===== config.mk =====
export PLATFORM = sky130hd
export DESIGN_NAME = lutram_seq_ctrl
export DESIGN_NICKNAME = d
export VERILOG_FILES = /design/src/rtl/lutram_seq_ctrl.sv
export SDC_FILE = /design/constraint.sdc
export NUM_CORES = 1
export LEC_CHECK = 0
export CAP_MARGIN = 20
export CELL_PAD_IN_SITES_DETAIL_PLACEMENT = 1
export CELL_PAD_IN_SITES_GLOBAL_PLACEMENT = 1
export CORE_MARGIN = 3
export CORE_UTILIZATION = 35
export CTS_CLUSTER_DIAMETER = 30
export DETAILED_ROUTE_END_ITERATION = 10
export PLACE_DENSITY = 0.87
export SYNTH_ARGS = -nofsm -noshare
export SYNTH_HDL_FRONTEND = slang
export SYNTH_SLANG_ARGS = --single-unit

===== constraint.sdc =====
create_clock -name clk -period 3 [get_ports clk]
set_clock_uncertainty 0.2 [all_clocks]
set_input_delay 0.75 -clock clk [delete_from_list [all_inputs] [get_ports clk]]
set_output_delay 0.75 -clock clk [all_outputs]
set_load 0.02 [all_outputs]

===== src/rtl/lutram_seq_ctrl.sv =====
// Load/stream sequencer for an externally instantiated LUTRAM image buffer.
// Fills the buffer from a load stream and then replays it to the consumer a programmable number of times.
module lutram_seq_ctrl #(
    parameter int BIT_DEPTH  = 8,
    parameter int ADDR_WIDTH = 10,
    parameter int DEPTH      = 784
) (
    input  logic                  clk,
    input  logic                  rst,
    input  logic                  load_valid,
    input  logic [BIT_DEPTH-1:0]  load_data,
    output logic                  load_ready,
    input  logic                  start,
    input  logic [7:0]            num_passes,
    output logic                  ram_wr_en,
    output logic [ADDR_WIDTH-1:0] ram_wr_addr,
    output logic [BIT_DEPTH-1:0]  ram_data_in,
    output logic [ADDR_WIDTH-1:0] ram_rd_addr,
    input  logic [BIT_DEPTH-1:0]  ram_data_out,
    output logic                  pix_valid,
    input  logic                  pix_ready,
    output logic [BIT_DEPTH-1:0]  pix_data,
    output logic [ADDR_WIDTH-1:0] pix_addr,
    output logic                  pix_last,
    output logic                  image_ready,
    output logic                  busy,
    output logic                  done
);

    typedef enum logic [2:0] {
        IDLE   = 3'd0,
        LOAD   = 3'd1,
        LOADED = 3'd2,
        STREAM = 3'd3,
        DONE   = 3'd4
    } state_t;

    localparam logic [ADDR_WIDTH-1:0] LAST_ADDR = ADDR_WIDTH'(DEPTH - 1);

    state_t                state_r, state_n_s;
    logic [ADDR_WIDTH-1:0] wr_cnt_r, wr_cnt_n_s;
    logic [ADDR_WIDTH-1:0] rd_cnt_r, rd_cnt_n_s;
    logic [7:0]            pass_cnt_r, pass_cnt_n_s;
    logic [7:0]            passes_r, passes_n_s;
    logic                  pix_valid_r, pix_last_r, image_ready_r, busy_r, done_r;
    logic                  load_ready_s, load_beat_s, start_ok_s;

    // Load handshake: a pending start in LOADED takes priority over a new fill.
    always_comb begin
        load_ready_s = 1'b0;
        case (state_r)
            IDLE, LOAD: load_ready_s = 1'b1;
            LOADED:     load_ready_s = ~start;
            default:    load_ready_s = 1'b0;
        endcase
    end

    assign load_beat_s = load_valid & load_ready_s;
    assign start_ok_s  = (state_r == LOADED) & start & (num_passes != 8'd0);

    // Next-state and counter update; load beats and stream beats never coincide.
    always_comb begin
        state_n_s    = state_r;
        wr_cnt_n_s   = wr_cnt_r;
        rd_cnt_n_s   = rd_cnt_r;
        pass_cnt_n_s = pass_cnt_r;
        passes_n_s   = passes_r;
        case (state_r)
            IDLE, LOAD, LOADED: begin
                if (start_ok_s) begin
                    state_n_s    = STREAM;
                    passes_n_s   = num_passes;
                    rd_cnt_n_s   = {ADDR_WIDTH{1'b0}};
                    pass_cnt_n_s = 8'd0;
                end else if (load_beat_s) begin
                    if (wr_cnt_r == LAST_ADDR) begin
                        wr_cnt_n_s = {ADDR_WIDTH{1'b0}};
                        state_n_s  = LOADED;
                    end else begin
                        wr_cnt_n_s = wr_cnt_r + ADDR_WIDTH'(1);
                        state_n_s  = LOAD;
                    end
                end else begin
                    state_n_s = state_r;
                end
            end
            STREAM: begin
                if (pix_ready) begin
                    if (rd_cnt_r == LAST_ADDR) begin
                        rd_cnt_n_s   = {ADDR_WIDTH{1'b0}};
                        pass_cnt_n_s = pass_cnt_r + 8'd1;
                        if (pass_cnt_r == passes_r - 8'd1) begin
                            state_n_s = DONE;
                        end else begin
                            state_n_s = STREAM;
                        end
                    end else begin
                        rd_cnt_n_s = rd_cnt_r + ADDR_WIDTH'(1);
                    end
                end else begin
                    rd_cnt_n_s = rd_cnt_r;
                end
            end
            DONE:    state_n_s = LOADED;
            default: state_n_s = IDLE;
        endcase
    end

    // State, counters and status flags; flags are registered from the next state.
    always_ff @(posedge clk or posedge rst) begin
        if (rst) begin
            state_r       <= IDLE;
            wr_cnt_r      <= {ADDR_WIDTH{1'b0}};
            rd_cnt_r      <= {ADDR_WIDTH{1'b0}};
            pass_cnt_r    <= 8'd0;
            passes_r      <= 8'd0;
            pix_valid_r   <= 1'b0;
            pix_last_r    <= 1'b0;
            image_ready_r <= 1'b0;
            busy_r        <= 1'b0;
            done_r        <= 1'b0;
        end else begin
            state_r       <= state_n_s;
            wr_cnt_r      <= wr_cnt_n_s;
            rd_cnt_r      <= rd_cnt_n_s;
            pass_cnt_r    <= pass_cnt_n_s;
            passes_r      <= passes_n_s;
            pix_valid_r   <= (state_n_s == STREAM);
            pix_last_r    <= (state_n_s == STREAM) && (rd_cnt_n_s == LAST_ADDR);
            image_ready_r <= (state_n_s == LOADED);
            busy_r        <= (state_n_s == LOAD) || (state_n_s == STREAM);
            done_r        <= (state_n_s == DONE);
        end
    end

    assign load_ready  = load_ready_s;
    assign ram_wr_en   = load_beat_s;
    assign ram_wr_addr = wr_cnt_r;
    assign ram_data_in = load_beat_s ? load_data : {BIT_DEPTH{1'b0}};
    assign ram_rd_addr = rd_cnt_r;
    assign pix_addr    = rd_cnt_r;
    assign pix_data    = pix_valid_r ? ram_data_out : {BIT_DEPTH{1'b0}};
    assign pix_valid   = pix_valid_r;
    assign pix_last    = pix_last_r;
    assign image_ready = image_ready_r;
    assign busy        = busy_r;
    assign done        = done_r;

endmodule


======== Word level (Yosys, flattened, before mapping) ========
Index checks and enable logic that the tools add are counted.
storage, ports and cells
  register bits ........................... 44
  input port bits ......................... 29
  output and inout port bits .............. 53
  logic and storage cells ................. 63
operators by class
  add/subtract/negate cells ............... 4
  equal/unequal tests ..................... 15
  multiplexer cells ....................... 19
  bitwise logic cells ..................... 5
  reduce and logical (&&, ||, !) cells .... 10
operators by type and width
  kind                                                                   count
  10-bit 2-to-1 mux                                                      4
  8-bit 2-to-1 mux                                                       5
  10-bit equality test, second input constant                            3
  10-bit by 1-bit adder with 10-bit output, second input constant        2
  10-bit one-hot mux with 2 select lines                                 1
  8-bit one-hot mux with 2 select lines                                  1
  3-bit 2-to-1 mux                                                       5
  3-bit by 2-bit equality test with 1-bit output, second input constant  4
  3-bit one-hot mux with 3 select lines                                  1
  8-bit by 1-bit adder with 8-bit output, second input constant          1
  8-bit equality test                                                    1
  8-bit nonzero test                                                     1
  8-bit by 1-bit subtractor with 8-bit output, second input constant     1
  3-bit by 1-bit equality test with 1-bit output, second input constant  2
  3-bit equality test, second input constant                             2
  2-bit inequality test, second input constant                           3
  4-bit AND reduction                                                    1
  1-bit AND                                                              3
  3-bit logical NOT                                                      1
  3-bit AND reduction                                                    1
  3-bit OR reduction                                                     1
  2-bit 2-to-1 mux                                                       1
  1-bit inverter                                                         2
  1-bit one-hot mux with 2 select lines                                  1
  other kinds (5)                                                        5

======== Depth between registers and ports, before layout ========
Gate-level depths: netlist of the first run.
  word-level depth ........................ 9
  mapped depth ............................ 8
  mapped depth without buffers ............ 7

======== Worst setup path after synthesis of the first run ========
No wires, ideal clock.
  path kind ............................... input-to-output
  start ................................... input port start
  end ..................................... output port ram_data_in[0]
  data arrival time ....................... 2099 ps
  required time ........................... 2050 ps
  path slack .............................. -49 ps
  stages .................................. 6
  path buffers ............................ 2
  cell sequence ........................... o21a_1 > or3_1 > clkbuf_1 > inv_2 > clkbuf_1 > and2_1
on the way
  longest elaborated chain between the ends .. 4
RTL lines
  element                                line  text
  start: declaration                     13    input logic start,
  1-bit inverter                         53    LOADED: load_ready_s = ~start;
  1-bit one-hot mux with 2 select lines  51    case (state_r)
  1-bit AND                              58    assign load_beat_s = load_valid & load_ready_s;
  net ram_wr_en                          15    output logic ram_wr_en,
  8-bit 2-to-1 mux                       139   assign ram_data_in = load_beat_s ? load_data : {BIT_DEPTH{1'b0}};
  end: declaration                       17    output logic [BIT_DEPTH-1:0] ram_data_in,
The timed path passes the listed nets, and every way through them passes these cells.

======== Final worst setup path of the first run ========
  start ................................... input port start
  end ..................................... output port ram_data_in[6]
on the way
  longest elaborated chain between the ends .. 4
RTL lines
  element                                line
  1-bit inverter                         53
  1-bit one-hot mux with 2 select lines  51
  1-bit AND                              58
  8-bit 2-to-1 mux                       139
No other way between the ends.

==> results.md, run 1 <==
* Post-DP HPWL at 6.38 mm
* Ys async rst share at 1.00
* Initial antenna violation count at 0
* Leakage at 1.68 nW
* Top FF cell, synth: dfrtp_1
* Post-synth EDFFs at 0
* MaxCap Viol Count at 0
* Vias in the first global route at 2745
* First-pass GRT wire length at 14.1 mm
* Starting Density at 0.369
* Syn_area_per_cell at ~9.1 um2
* Clk root buf: clkbuf_8
* Placer Congestion at approximately 0.89
* CP Class: in2out
* Area delta synth->final at 37.9%
* Yosys reg bits at 44
* Cts bufs inserted at 5
* # IOs at 82
* Met1 usage at 0.239
* Routed WL at 8.41 mm
* Ratio of cells with drive above 1 in the final layout at 0.151
* P per Cell Area at 359 mW/mm2
* Final Cell Area at around 0.0038 mm2
* Gr busiest metal: met2
* Grt ovf at 0
* Crit path buffers/inverters at 4
* Finished Layout Cells at 489
* Via count at 2601
* Max incr delay on CP at roughly 370 ps
* CTS tree: built
* GR Util met2 at 0.369
* Post-route minimum period at just under 3000 ps
* Synth unique cells at 53
* Area of the multi-input gates at 0.00148 mm2
* DR vias/cell at 5.32
* M3 GR Usage at 0.0359
* Critical path, cell by cell: dlygate4sd2_1 -> o21a_1 -> or3_4 -> inv_4 -> buf_4 -> and2_4 -> buf_6
* Ranking of synthesized cells by area: dfrtp_1 40%, and2_1 4.8%, nand2_1 4.2%
* Input/output buffers at 81
* Hold buffers post-CTS at 0
* VDD IR max at ~0.00015 V
* RSZ-0062 raised after global routing: false
* Initial DRC count at 78
* Nets at approximately 420
* Top cells by count, synth: 44 x dfrtp_1, 31 x nand2_1, 25 x nor2_1
* CORE AREA at 0.00745 mm2
* Final hold violations at 0
* Inst Count DP at 479
* Register area share after synthesis at 0.401
* CP startpoint kind: input pin
* Fill cells at 868
* Critical Path RT at just over 2000 ps
* Area after DPL at roughly 0.0037 mm2
* Core Rows at 31
* Synth Cell Area at 0.00275 mm2
* Critical path data arrival time at about 2000 ps
* Fin util at 0.508
* Die Ht at 94.6 um
* CP max-delay cell: or3_4
* Max-slew headroom at the worst pin at 0.534
* Antenna-violating nets left at 0
* Crit path max-delay family: buffers and inverters
* DR WL/cell at 17.2 um
* Status: finished, final reports clean
* Die area at 0.00894 mm2
* Router iterations before antenna repair at 4
* Final Slew Violations at 0
* N_diodes at 0
* Reg clk slew, reported paths at ~80 ps
* Cell count after synthesis at 301
* Endpoint class of the critical path: output pin
* Final clock period utilization by the worst path at 0.981
* FF+latch area at 0.00110 mm2
* Clock Sinks at 44
* Power Total at roughly 1.4 mW
* Largest net degree at the start of global routing at 45
* Die Wd at 94.6 um
* Hold Crit Class: reg2reg
* H-tree depth at 2
* Final setup violation count at 0
* Crit Path Max Fanout at 5
* Cell taking the most area after synthesis: dfrtp_1
* Clock buffer depth at 2
* Most frequent cell after synthesis: dfrtp_1
* Reg-to-reg slack, setup at 390 ps
* Clk Latency, worst-skew pair at 300 ps
* GRT Overall Usage at 0.200
* Ys Warns at 0
* Mapped Nets at 334
* Fmax at roughly 340 MHz
* DRC errors left at 0
* Synth top area share at 0.401
* Least-Margin Pin Slew at 693 ps
## state kept, by name, indices dropped and copies added, names as in the netlist
register and flops:
state_r 3, pix_valid 1, pass_cnt_r 8, image_ready 1, busy 1, ram_wr_addr 10
pix_addr 10, pix_last 1, done 1, passes_r 8
## cell families (layout without fill, tap and decap cells)
kind of cell | Yosys count | in the layout | share of synthesized area
simple gates | 138 | 138 | 0.283
mux | 6 | 6 | 0.0232
buf+inv | 34 | 123 | 0.0643
fa+ha+maj | 4 | 4 | 0.0182
flops | 44 | 44 | 0.401
xor+xnor | 23 | 23 | 0.0734
compound gates | 52 | 52 | 0.137
## timing repair
item | CTS | global route
buffers inserted | 1 | 0
gates cloned | 1 | 0
pin swaps | 2 | 2
resized for setup | 43 | 1
setup endpoints to repair | 10 | 8
endpoints found under the hold margin | 0 | 0
## metrics by stage
step | worst slack [ps] | TNS (ps) | hold WS (ps)
2_1_floorplan | 110 | 0 | 266
3_3_place_gp | -478 | -5220 | 292
3_5_place_dp | -576 | -6620 | 316
4_1_cts | 5.36 | 0 | 336
5_1_grt | 8.45 | 0 | 371
6_report | 58.3 | 0 | 326
## path summary, 6_finish.rpt
path                             start              to  cells after the start
max in group asynchronous          rst     pix_addr[7]                      3
min in group asynchronous          rst     passes_r[6]                      3
hold reg to reg            passes_r[7]     passes_r[7]                      2
hold / removal             passes_r[7]     passes_r[7]                      2
setup reg to reg           passes_r[0]       pix_valid                      7
setup / recovery                 start  ram_data_in[6]                      7
## per-layer routing
layer	up-vias	share of wire
li1	1235	-
met4	0	0.012
met5	-	0
met1	1293	0.42
met2	64	0.53
met3	9	0.044
## final cells by class
| type | count | share of cell area |
|---|---|---|
| well taps | 99 | 0.0327 |
| flip-flops and latches | 44 | 0.291 |
| clock buffers | 6 | 0.0218 |
| repair inverters | 1 | 0.00198 |
| repair buffers | 105 | 0.251 |
| clock inverters | 2 | 0.00264 |
| inverters | 9 | 0.00959 |
| multi-input cells | 223 | 0.390 |
## power breakdown
part           total, mW  switching (mW)  internal, mW
clock              0.388           0.204         0.184
sequential         0.684          0.0558         0.629
combinational      0.287           0.140         0.147
## cells in the final DEF (no fill, tap or decap), drive strengths merged, types with 7 or more instances in the layout
master and instances:
dfrtp 44, and3 7, clkdlybuf4s50 69, a21oi 10, inv 8, nand2 31, xor2 13, nor2 26
buf 32, xnor2 10, nand4 10, o21ai 12, and2 21, nand3 11, clkbuf 7
## worst reg2reg max path, cell delays in order, from the launching register on
cell and delay [ps]:
dfrtp_1 440, inv_1 100, ha_1 230, or3b_2 490, nor4_1 360, a21oi_1 170
a22oi_1 280, o211ai_1 190
Note: power is estimated with default switching activity, not from simulation.
==> inputs of run 2 (changes only) <==
--- a/config.mk
+++ b/config.mk
@@ -5,6 +5,7 @@
 export SDC_FILE = /design/constraint.sdc
 export NUM_CORES = 1
 export LEC_CHECK = 0
+export ABC_CLOCK_PERIOD_IN_PS = 3000
 export CAP_MARGIN = 20
 export CELL_PAD_IN_SITES_DETAIL_PLACEMENT = 1
 export CELL_PAD_IN_SITES_GLOBAL_PLACEMENT = 1
@@ -16,3 +17,4 @@
 export SYNTH_ARGS = -nofsm -noshare
 export SYNTH_HDL_FRONTEND = slang
 export SYNTH_SLANG_ARGS = --single-unit
+export TNS_END_PERCENT = 50
==> results of run 2 <==
Same layout as run 1: the final DEF is identical, and so are final timing and power.
==> inputs of run 3 (changes only) <==
--- a/config.mk
+++ b/config.mk
@@ -14,6 +14,7 @@
 export CTS_CLUSTER_DIAMETER = 30
 export DETAILED_ROUTE_END_ITERATION = 10
 export PLACE_DENSITY = 0.87
+export SKIP_LAST_GASP = 1
 export SYNTH_ARGS = -nofsm -noshare
 export SYNTH_HDL_FRONTEND = slang
 export SYNTH_SLANG_ARGS = --single-unit
==> run 3 against run 2 <==
  * Worst hold slack gained 2.7 ps
  * Clock power is essentially flat
  * Cell count grew 0.20%
  * Sequential share of layout area shrank 0.096 points
  * Total power is essentially flat
  * Global-route usage shrank 0.067 points
  * Largest cell class unchanged
  * Largest power group unchanged
==> results.md, run 3 (synthesized netlist as in run 1, its figures left out) <==
* Worst reg2reg path endpoint: pix_valid (unchanged)
* Final hold violations at 0 (unchanged)
* Ratio of cells with drive above 1 in the final layout at 0.151 (about the same)
* Critical path data arrival time at 1990 ps (about the same)
* Leakage at 1.68 nW (about the same)
* Post-route minimum period at 2940 ps (about the same)
* DR WL/cell at 17.2 um (about the same)
* Clock Sinks at 44 (unchanged)
* Finished Layout Cells at 490 (was 489)
* Comb pwr share at 0.212 (was 0.211)
* Initial antenna violation count at 0 (unchanged)
* Router iterations before antenna repair at 4 (unchanged)
* Sw Pwr at 399 uW (was 400 uW)
* Cts bufs inserted at 5 (unchanged)
* First-pass GRT wire length at 14.0 mm (was 14.1 mm)
* Starting Density at 0.369 (unchanged)
* Area after DPL at 0.00371 mm2 (unchanged)
* P_int at 961 uW (was 960 uW)
* Proportion of power drawn by flip-flops and latches at 0.503 (about the same)
* Reg-to-reg slack, setup at 380 ps (was 390 ps)
* Worst R2R Start: passes_r[0] (unchanged)
* DRC errors left at 0 (unchanged)
* Least-Margin Pin Slew at 694 ps (was 693 ps)
* Clock buffer depth at 2 (unchanged)
* Via count at 2590 (was 2601)
* Commonest cells after routing, fill and taps aside: 69 x clkdlybuf4s50_1, 44 x dfrtp_1, 31 x nand2_1 (unchanged)
* Reg clk slew, reported paths at 80 ps (about the same)
* Fin util at 0.510 (was 0.508)
* Final clock period utilization by the worst path at 0.981 (about the same)
* # IOs at 82 (unchanged)
* Critical Path RT at 2050 ps (about the same)
* Crit Path Max Fanout at 5 (unchanged)
* Vias in the first global route at 2740 (was 2745)
* Hold endpoint: passes_r[7] (unchanged)
* Grt ovf at 0 (unchanged)
* Die Wd at 94.6 um (unchanged)
* GRT Overall Usage at 0.199 (was 0.200)
* Hold buffers post-CTS at 0 (unchanged)
* Routed WL at 8.42 mm (was 8.41 mm)
* Critical path, cell by cell: dlygate4sd2_1 -> o21a_1 -> or3_4 -> inv_4 -> buf_4 -> and2_4 -> buf_6 (unchanged)
* Clk pwr share at 0.285 (about the same)
* Hold Crit Class: reg2reg (unchanged)
* Power Total at 1.36 mW (about the same)
* VDD IR max at 0.000147 V (about the same)
* Nets at 423 (was 422)
* Placer Congestion at 0.893 (unchanged)
* Hold path depth at 2 (unchanged)
* Clk root buf: clkbuf_8 (unchanged)
* MaxCap Viol Count at 0 (unchanged)
* Fmax at 340 MHz (about the same)
* N_diodes at 0 (unchanged)
* Endpoint class of the critical path: output pin (unchanged)
* CORE AREA at 0.00745 mm2 (unchanged)
* RSZ-0062 raised after global routing: false (unchanged)
* Die Ht at 94.6 um (unchanged)
* CTS tree: built (unchanged)
* Hold Startpoint: passes_r[7] (unchanged)
* Most common cell after layout, fill and taps aside: clkdlybuf4s50_1 (unchanged)
* Sw frac at 0.293 (was 0.294)
* Max-slew headroom at the worst pin at 0.533 (was 0.534)
* CP startpoint kind: input pin (unchanged)
* R2r worst-path depth at 7 (unchanged)
* Post-DP HPWL at 6.38 mm (unchanged)
* Status: finished, final reports clean (unchanged)
* Clk Latency, worst-skew pair at 300 ps (about the same)
* Worst slack on hold paths at 329 ps (was 326 ps)
* Input/output buffers at 81 (unchanged)
* Antenna-violating nets left at 0 (unchanged)
* P per Cell Area at 358 mW/mm2 (was 359 mW/mm2)
* Core Rows at 31 (unchanged)
* Final Cell Area at 0.00380 mm2 (was 0.00378 mm2)
* Inst Count DP at 479 (unchanged)
* Largest net degree at the start of global routing at 45 (unchanged)
* Final Slew Violations at 0 (unchanged)
* CP Class: in2out (unchanged)
* H-tree depth at 2 (unchanged)
* DR vias/cell at 5.29 (was 5.32)
* CP max-delay cell: or3_4 (unchanged)
* Initial DRC count at 69 (was 78)
* Die area at 0.00894 mm2 (unchanged)
* Area delta synth->final at 38.3% (was 37.9%)
* Max incr delay on CP at 370 ps (about the same)
* Final setup violation count at 0 (unchanged)
[run 3: changes by cell type in the layout (fill, tap and decap cells not counted)]
cell and delta:
clkdlybuf4s15_1 +1, buf_4 +1, clkbuf_2 -1
[run 3: repair_timing]
| action | 4_1_cts | 5_1_grt |
|---|---|---|
| setup endpoints to repair | 10 | 7 |
| cloned | 1 | 0 |
| pin swaps | 2 | 2 |
| buffers inserted | 1 | 1 |
| endpoints found under the hold margin | 0 | 0 |
| gates resized for setup | 38 | 5 |
[run 3: critical path: cells and delay by family]
family | cells | cell delay (ps)
buf+inv | 4 | 550
simple gates | 2 | 500
compound gates | 1 | 180
[run 3: worst max-delay path by stage]
stage / start / end / slack (ps) / cells after the start
finish: start / ram_data_in[6] / 60 / 7
global route: start / ram_data_in[6] / 10 / 7
detailed placement: start / ram_data_in[5] / -580 / 6
floorplan: start / ram_data_in[0] / 110 / 6
CTS: start / ram_data_in[7] / -60 / 6
global placement: start / ram_data_in[5] / -480 / 6
[run 3: cell type report]
class	count	area, um2
well taps	99	124
clock inverters	2	10.0
inverters	9	36.3
repair buffers	106	961
clock buffers	6	82.6
multi-input cells	223	1480
fillers	868	3650
repair inverters	1	7.51
flip-flops and latches	44	1100
[run 3: power groups by stage]
stage / logic, mW / clock network [mW] / registers [mW]
final: 0.289 / 0.387 / 0.684
after global routing: 0.309 / 0.432 / 0.696
after CTS: 0.293 / 0.398 / 0.686
after detailed placement: 0.292 / 0 / 0.699
after global placement: 0.282 / 0 / 0.695
after floorplan: 0.0892 / 0 / 0.730
[run 3: stage by stage]
| stage | TNS (ps) | setup slack (ps) |
|---|---|---|
| after floorplan | 0 | 110 |
| after global placement | -5220 | -478 |
| after detailed placement | -6620 | -576 |
| after CTS | -242 | -58.0 |
| after global routing | 0 | 12.6 |
| final | 0 | 58.0 |
[run 3: routing by layer]
metal,global-route usage,share of wire
met1,0.240,0.42
met2,0.366,0.52
met3,0.0359,0.044
met5,0,0
met4,0.0457,0.0095
